### src/rtl/mini_cpu_pkg.sv
// rtl/mini_cpu_pkg.sv - opcodes, FSM state codes and instruction field positions for mini_cpu_ctrl
package mini_cpu_pkg;

    localparam int INSTR_WIDTH = 16;

    typedef logic [3:0] opcode_t;

    localparam opcode_t OP_NOP  = 4'd0;
    localparam opcode_t OP_ADD  = 4'd1;
    localparam opcode_t OP_SUB  = 4'd2;
    localparam opcode_t OP_AND  = 4'd3;
    localparam opcode_t OP_OR   = 4'd4;
    localparam opcode_t OP_XOR  = 4'd5;
    localparam opcode_t OP_LDI  = 4'd6;
    localparam opcode_t OP_BEQZ = 4'd7;
    localparam opcode_t OP_JMP  = 4'd8;
    localparam opcode_t OP_HALT = 4'd15;

    typedef logic [2:0] state_t;

    localparam state_t ST_FETCH  = 3'd0;
    localparam state_t ST_DECODE = 3'd1;
    localparam state_t ST_EXEC   = 3'd2;
    localparam state_t ST_WB     = 3'd3;
    localparam state_t ST_HALT   = 3'd4;

    localparam int OP_MSB  = 15;
    localparam int OP_LSB  = 12;
    localparam int RD_MSB  = 11;
    localparam int RD_LSB  = 9;
    localparam int RS1_MSB = 8;
    localparam int RS1_LSB = 6;
    localparam int RS2_MSB = 5;
    localparam int RS2_LSB = 3;
    localparam int IMM_MSB = 7;
    localparam int IMM_LSB = 0;

    // ALU ops plus LDI are the only instructions that produce a register write
    function automatic logic is_write_op(input opcode_t op);
        return (op >= OP_ADD) && (op <= OP_LDI);
    endfunction

endpackage

### src/rtl/mini_alu.sv
// rtl/mini_alu.sv - combinational ALU for the mini CPU; carries and borrows are dropped
module mini_alu
    import mini_cpu_pkg::*;
#(
    parameter int DATA_WIDTH = 8
) (
    input  opcode_t               i_op,
    input  logic [DATA_WIDTH-1:0] i_a,
    input  logic [DATA_WIDTH-1:0] i_b,
    output logic [DATA_WIDTH-1:0] o_result
);

    always_comb begin
        o_result = '0;
        case (i_op)
            OP_ADD:  o_result = i_a + i_b;
            OP_SUB:  o_result = i_a - i_b;
            OP_AND:  o_result = i_a & i_b;
            OP_OR:   o_result = i_a | i_b;
            OP_XOR:  o_result = i_a ^ i_b;
            OP_NOP:  o_result = '0;
            default: o_result = '0;
        endcase
    end

endmodule

### src/rtl/mini_cpu_ctrl.sv
// rtl/mini_cpu_ctrl.sv - multi-cycle fetch/decode/execute/write-back controller for the mini CPU
module mini_cpu_ctrl
    import mini_cpu_pkg::*;
#(
    parameter int DATA_WIDTH = 8,
    parameter int REG_COUNT  = 8,
    parameter int PC_WIDTH   = 8
) (
    input  logic                         clk,
    input  logic                         rst,
    output logic                         imem_req,
    output logic [PC_WIDTH-1:0]          imem_addr,
    input  logic                         imem_valid,
    input  logic [INSTR_WIDTH-1:0]       imem_instr,
    output logic [$clog2(REG_COUNT)-1:0] rf_read_addr1,
    output logic [$clog2(REG_COUNT)-1:0] rf_read_addr2,
    input  logic [DATA_WIDTH-1:0]        rf_read_data1,
    input  logic [DATA_WIDTH-1:0]        rf_read_data2,
    output logic                         rf_write_en,
    output logic [$clog2(REG_COUNT)-1:0] rf_write_addr,
    output logic [DATA_WIDTH-1:0]        rf_write_data,
    output logic [PC_WIDTH-1:0]          pc,
    output logic                         halted
);

    state_t                   r_state;
    logic [INSTR_WIDTH-1:0]   r_instr;
    logic [PC_WIDTH-1:0]      r_pc;
    logic [DATA_WIDTH-1:0]    r_wb_data;
    logic                     r_taken;

    opcode_t                  w_op;
    logic [DATA_WIDTH-1:0]    w_alu_result;
    logic [DATA_WIDTH-1:0]    w_imm_data;
    logic [PC_WIDTH-1:0]      w_target;

    assign w_op       = r_instr[OP_MSB:OP_LSB];
    assign w_imm_data = DATA_WIDTH'(r_instr[IMM_MSB:IMM_LSB]);
    assign w_target   = PC_WIDTH'(r_instr[IMM_MSB:IMM_LSB]);

    mini_alu #(
        .DATA_WIDTH (DATA_WIDTH)
    ) u_alu (
        .i_op     (w_op),
        .i_a      (rf_read_data1),
        .i_b      (rf_read_data2),
        .o_result (w_alu_result)
    );

    // Read addresses come straight from the latched instruction, so they stay
    // stable from DECODE through WB without extra registers.
    assign rf_read_addr1 = r_instr[RS1_MSB:RS1_LSB];
    assign rf_read_addr2 = r_instr[RS2_MSB:RS2_LSB];
    assign rf_write_addr = r_instr[RD_MSB:RD_LSB];
    assign rf_write_data = r_wb_data;
    assign rf_write_en   = (r_state == ST_WB) && is_write_op(w_op);

    assign imem_req  = (r_state == ST_FETCH);
    assign imem_addr = r_pc;
    assign pc        = r_pc;
    assign halted    = (r_state == ST_HALT);

    always_ff @(posedge clk or posedge rst) begin
        if (rst) begin
            r_state   <= ST_FETCH;
            r_instr   <= '0;
            r_pc      <= '0;
            r_wb_data <= '0;
            r_taken   <= 1'b0;
        end else begin
            case (r_state)
                ST_FETCH: begin
                    if (imem_valid) begin
                        r_instr <= imem_instr;
                        r_state <= ST_DECODE;
                    end
                end
                ST_DECODE: begin
                    r_state <= ST_EXEC;
                end
                ST_EXEC: begin
                    r_wb_data <= (w_op == OP_LDI) ? w_imm_data : w_alu_result;
                    r_taken   <= (w_op == OP_JMP) ||
                                 ((w_op == OP_BEQZ) && (rf_read_data1 == '0));
                    r_state   <= (w_op == OP_HALT) ? ST_HALT : ST_WB;
                end
                ST_WB: begin
                    r_pc    <= r_taken ? w_target : r_pc + PC_WIDTH'(1);
                    r_state <= ST_FETCH;
                end
                ST_HALT: begin
                    r_state <= ST_HALT;
                end
                default: begin
                    r_state <= ST_FETCH;
                end
            endcase
        end
    end

endmodule

### config.mk
export PLATFORM = sky130hd
export DESIGN_NAME = mini_cpu_ctrl
export DESIGN_NICKNAME = d
export VERILOG_FILES = /design/src/rtl/mini_cpu_pkg.sv /design/src/rtl/mini_alu.sv /design/src/rtl/mini_cpu_ctrl.sv
export SDC_FILE = /design/constraint.sdc
export NUM_CORES = 1
export LEC_CHECK = 0
export CAP_MARGIN = 20
export CORE_ASPECT_RATIO = 1.75
export CORE_UTILIZATION = 50
export CTS_CLUSTER_SIZE = 24
export DETAILED_ROUTE_END_ITERATION = 8
export MAX_ROUTING_LAYER = met4
export PLACE_DENSITY = 0.92
export SLEW_MARGIN = 20
export SYNTH_ARGS = -nofsm -noshare
export SYNTH_HDL_FRONTEND = slang
export SYNTH_SLANG_ARGS = --single-unit
### constraint.sdc
create_clock -name clk -period 3.7 [get_ports clk]
set_input_delay 0.74 -clock clk [delete_from_list [all_inputs] [get_ports clk]]
set_output_delay 0.74 -clock clk [all_outputs]
set_load 0.02 [all_outputs]
# Yosys cells after proc, flatten, opt, wreduce, memory -nomap -nowiden

Index checks and enable logic that the tools add are counted.
W data, S select, Z words.

Flip-flop bits (word level): 36
Logic and storage cells: 40
Input bits: 35
Output and inout port bits: 36

Bitwise gates (word level): 3
Order comparisons: 2
Reductions and logical operators: 7
Add/sub/neg operators: 3
Equal/unequal tests: 14
Multiplexer cells: 6

Operator list:

| kind                  | number |
|---|---|
| $pmux W8 S5           | 1 |
| $eq A4 B3 Y1 const B  | 4 |
| $mux W8               | 2 |
| $pmux W3 S4           | 1 |
| $add A8 B1 Y8 const B | 1 |
| $add A8 B8 Y8         | 1 |
| $and A8 B8 Y8         | 1 |
| $eq A4 B2 Y1 const B  | 2 |
| $eq A4 B4 Y1 const B  | 2 |
| $logic_not A8 Y1      | 1 |
| $or A8 B8 Y8          | 1 |
| $sub A8 B8 Y8         | 1 |
| $xor A8 B8 Y8         | 1 |
| $eq A3 B2 Y1 const B  | 2 |
| $mux W3               | 2 |
| $eq A4 B1 Y1 const B  | 1 |
| $ge A4 B1 Y1 const B  | 1 |
| $le A4 B3 Y1 const B  | 1 |
| $eq A3 B1 Y1 const B  | 1 |
| $eq A3 B3 Y1 const B  | 1 |
| $logic_and A1 B1 Y1   | 3 |
| $logic_not A3 Y1      | 1 |
| $ne A2 B1 Y1 const B  | 1 |
| $reduce_and A2 Y1     | 1 |
| $logic_or A1 B1 Y1    | 1 |

# Longest topological paths before layout

Depth after elaboration: 3
Gate-level depth with buffers: 10
Mapped depth without buffers: 10

# By module

Synthesis repeated with hierarchy kept, for this count alone.

Cell total of the unflattened synthesis: 303
Area total of the unflattened synthesis: 2942.8 µm²

Modules (own cells, without submodules):

| module        | cells each | seq. area each (µm²) | area an instance (µm²) | times used |
|---|---|---|---|---|
| mini_cpu_ctrl | 174        | 900.9                | 1971.9                 | 1 |
| mini_alu      | 129        | 0.0                  | 970.9                  | 1 |

# Worst setup path after synthesis

OpenSTA, ideal clock, no wires.

Kind: input port to flip-flop
From: input rf_read_data2[0]
To: register r_wb_data[7], in the netlist rf_write_data[7]
Path slack: 1025 ps
Required time: 3590 ps
Path buffers: 0
Stages on the path: 10
Data arrival time: 2565 ps
Setup time: 110 ps
Cells stage by stage: inv_1 ha_1 mux2_2 inv_1 ha_1 nor2b_1 o31a_1 o41ai_1 a32oi_1 o41ai_1

Longest elaborated chain between the ends: 3
Elaborated cells on any way between the ends: 4
Classes of those cells: 2 x add/sub; 2 x mux

Ends and longest elaborated chain:

| what                                                  | RTL line                       | text |
|---|---|---|
| start: declaration                                    | mini_cpu_ctrl.sv:18            | `input logic [DATA_WIDTH-1:0] rf_read_data2,` |
| $sub A8 B8 Y8 / $add A8 B8 Y8 (equally long branches) | mini_alu.sv:17, mini_alu.sv:16 |  |
| $pmux W8 S5 (*)                                       | mini_alu.sv:15                 | `case (i_op)` |
| $mux W8 (*)                                           | mini_cpu_ctrl.sv:82            | `r_wb_data <= (w_op == OP_LDI) ? w_imm_data : w_alu_result;` |
| end signal: assignment                                | mini_cpu_ctrl.sv:82            |  |
| end: declaration                                      | mini_cpu_ctrl.sv:29            | `logic [DATA_WIDTH-1:0] r_wb_data;` |

Every way passes the cells marked *; elsewhere a longest branch is shown, timed or not.
A chain may end at the register's enable or synchronous reset.

# Worst setup path after layout

Ends and elaborated chain as after synthesis.

==> results by group <==
Cells and area
  • Ant diodes: 0
  • Fin cells: 425
  • Post-route design area: 0.00350 sq mm
  • Layout cells sized above 1: 9.12%
  • Commonest non-fill, non-tap cell in the layout: clkdlybuf4s50_1
  • Area delta synth->final: 26.6%
  • Commonest non-fill, non-tap cells in the layout: 70 x clkdlybuf4s50_1, 36 x dfrtp_1, 25 x ha_1
  • Layout net count: a little over 400
  • Core Util, Final: between 60% and 70%

Status
  • Run status: completed

Drt
  • Met3 wire length: 275 um
  • Pre-Repair DR Iteration Count: 4
  • Max layer used: met4
  • Vias: 2416
  • Final ANT Viol Nets: 0
  • Vias/cell: 5.68
  • Post-route DRC: 0
  • 1st-iter DRT viols: 135
  • WL/cell: ~16 um
  • Routed Wire Length: roughly 7000 um
  • Wl on met1: 2720 um
  • DR WL met2: 3820 um

Global routing
  • Antenna violations before repair: 0
  • Total track usage: 26.0%
  • First-pass GRT wire length: roughly 11000 um
  • GRT overflow: 0
  • Number of global-route vias before repair: 2437
  • Pin count of the biggest net entering global routing: 37

Place
  • DP HPWL: 5390 um
  • Post-DP Area: 0.00340 sq mm
  • Gpl congestion: 0.921
  • PortBufs: 70
  • Post-Place Cells: 417

Clock network
  • Buffers inserted by post-CTS timing repair: 0
  • CTS Hold Bufs: 0
  • Sinks on Clock Net: 36
  • Post_cts resized: 0
  • Clock Pin Slew Worst Setup and Hold Paths: about 0.08 ns
  • Clock tree buffer depth: 2
  • TritonCTS clock tree: done
  • Root Driver: clkbuf_8
  • Worst-skew pair later-pin latency: 0.29 ns
  • CTS H-Tree Depth: 2
  • Total CTS buffers: 5

Worst setup path
  • Worst Path Required: 3.87 ns
  • Worst-path fanout max: 4
  • Startpoint class of the critical path: input port
  • CP Class: in2reg
  • WP data arrival: 3.36 ns
  • CP endpoint kind: register

Power and ir drop
  • Max VDD drop: 0.000448 V
  • Areal power density over the cells: around 790 mW/mm^2
  • Post-layout power: 2.76 mW
  • Leakage: 1.50 nW

Job
  • Max cap viols: 0

Yosys
  • Post-synth top flop: dfrtp_1
  • Cell count after synthesis: 300
  • EDFF count, synth: 0
  • Netlist cell types: 56
  • Synth Register Bits: 36
  • Synth Cell Area: 0.00277 sq mm
  • Ys Warns: 0
  • Syn_area_per_cell: 9.22 sq um
  • Post-synthesis sequential area ratio: 32.6%
  • Mapped Nets: 361
  • Ys async rst share: 100%

Die
  • DIE HEIGHT: 100 um
  • IO Pins: 71
  • Core box area: 0.00530 sq mm
  • Die span in x: 58.2 um
  • Std-Cell Rows: 35
  • Starting Density: between 50% and 60%
  • DIE AREA: 0.00585 sq mm

Timing
  • Time the worst path needs with I/O delays and setup: 3.19 ns
  • Setup TNS: 0 ns
  • Final Cycle Share: 86.2%
  • # setup viols final: 0
  • Slew HR: 47.7%
  • Slew at the pin closest to its max-slew limit: 0.784 ns
  • Fin. Hold Viols: 0
  • Worst Skew: 0.00933 ns
  • Pins Over Slew Limit: 0
  • RSZ-0062 raised after global routing: no
  • Max Clock Freq: approximately 0.31 GHz

Hold path
  • Min-Delay Path Class: reg2reg
==> Yosys cell counts (3+ instances only) <==
cell | count | area, sq um
a21oi_1 | 20 | 100
a22oi_1 | 11 | 82.6
a31oi_1 | 4 | 25.0
buf_2 | 9 | 45.0
buf_4 | 19 | 143
clkbuf_1 | 3 | 11.3
dfrtp_1 | 36 | 901
ha_1 | 25 | 313
inv_1 | 23 | 86.3
mux2_1 | 5 | 56.3
mux2_2 | 11 | 124
nand2_1 | 9 | 33.8
nand3_1 | 5 | 25.0
nand3b_1 | 4 | 30.0
nor2_1 | 21 | 78.8
nor3_1 | 13 | 65.1
o211a_1 | 3 | 30.0
o211ai_1 | 3 | 22.5
o21a_1 | 4 | 30.0
o21ai_0 | 18 | 90.1
xnor2_1 | 7 | 61.3
==> report_power, final <==
group,switching [mW],total [mW],internal (mW)
Sequential,0.237,0.820,0.583
Clock,0.142,0.342,0.200
Combinational,0.824,1.59,0.771
Total,1.20,2.76,1.55
==> path summary, 6_finish.rpt <==
path	start	endpoint	slack (ns)	cells after the start
hold / removal	rf_write_data[2]$_DFFE_PP0P_	rf_write_data[2]$_DFFE_PP0P_	0.51	1
setup / recovery	rf_read_data2[0]	rf_write_data[7]$_DFFE_PP0P_	0.51	11
hold reg to reg	rf_write_data[2]$_DFFE_PP0P_	rf_write_data[2]$_DFFE_PP0P_	0.51	1
max in group asynchronous	rst	r_instr[2]$_DFFE_PP0P_	2.52	3
setup reg to reg	r_instr[14]$_DFFE_PP0P_	rf_write_data[7]$_DFFE_PP0P_	0.84	10
min in group asynchronous	rst	r_instr[6]$_DFFE_PP0P_	0.85	3
==> routing by layer <==
metal / vias up / GRT usage (%)
met1: 1157 / 28.2
met2: 86 / 46.2
li1: 1159 / -
met5: - / -
met3: 14 / 2.84
met4: 0 / 12.1
==> registers in the layout, summed over array words and instances, names as in the netlist <==
name           cells
r_instr           16
r_state            3
rf_write_data      8
r_taken            1
imem_addr          8
==> cell families after synthesis <==
family	share of synthesized area, %
xor+xnor	2.85
buf+inv	10.9
flops	32.6
simple gates	15.5
fa+ha+maj	12.0
mux	7.24
compound gates	19.0
==> metrics by stage <==
step / worst slack [ns] / hold WS [ns]
2_1_floorplan: 1.02 / 0.467
3_3_place_gp: 0.304 / 0.475
3_5_place_dp: 0.237 / 0.492
4_1_cts: 0.538 / 0.509
5_1_grt: 0.354 / 0.530
6_report: 0.510 / 0.508
==> worst max-delay path, cell delays in order <==
cell and delay (ns):
clkdlybuf4s50_1 0.54, inv_1 0.12, ha_1 0.29, mux2_2 0.28, inv_1 0.06, ha_1 0.21
nor2b_1 0.15, o31a_1 0.27, o41ai_1 0.43, a32oi_1 0.17, o41ai_1 0.09
==> cell type report <==
type | count | area, sq um
Clock buffer | 6 | 72.6
Clock inverter | 2 | 35.0
Fill cell | 423 | 1800
Inverter | 23 | 86.3
Multi-Input combinational cell | 208 | 1570
Sequential cell | 36 | 901
Tap cell | 74 | 92.6
Timing Repair Buffer | 76 | 746
Power figures use the tool's default switching activity.
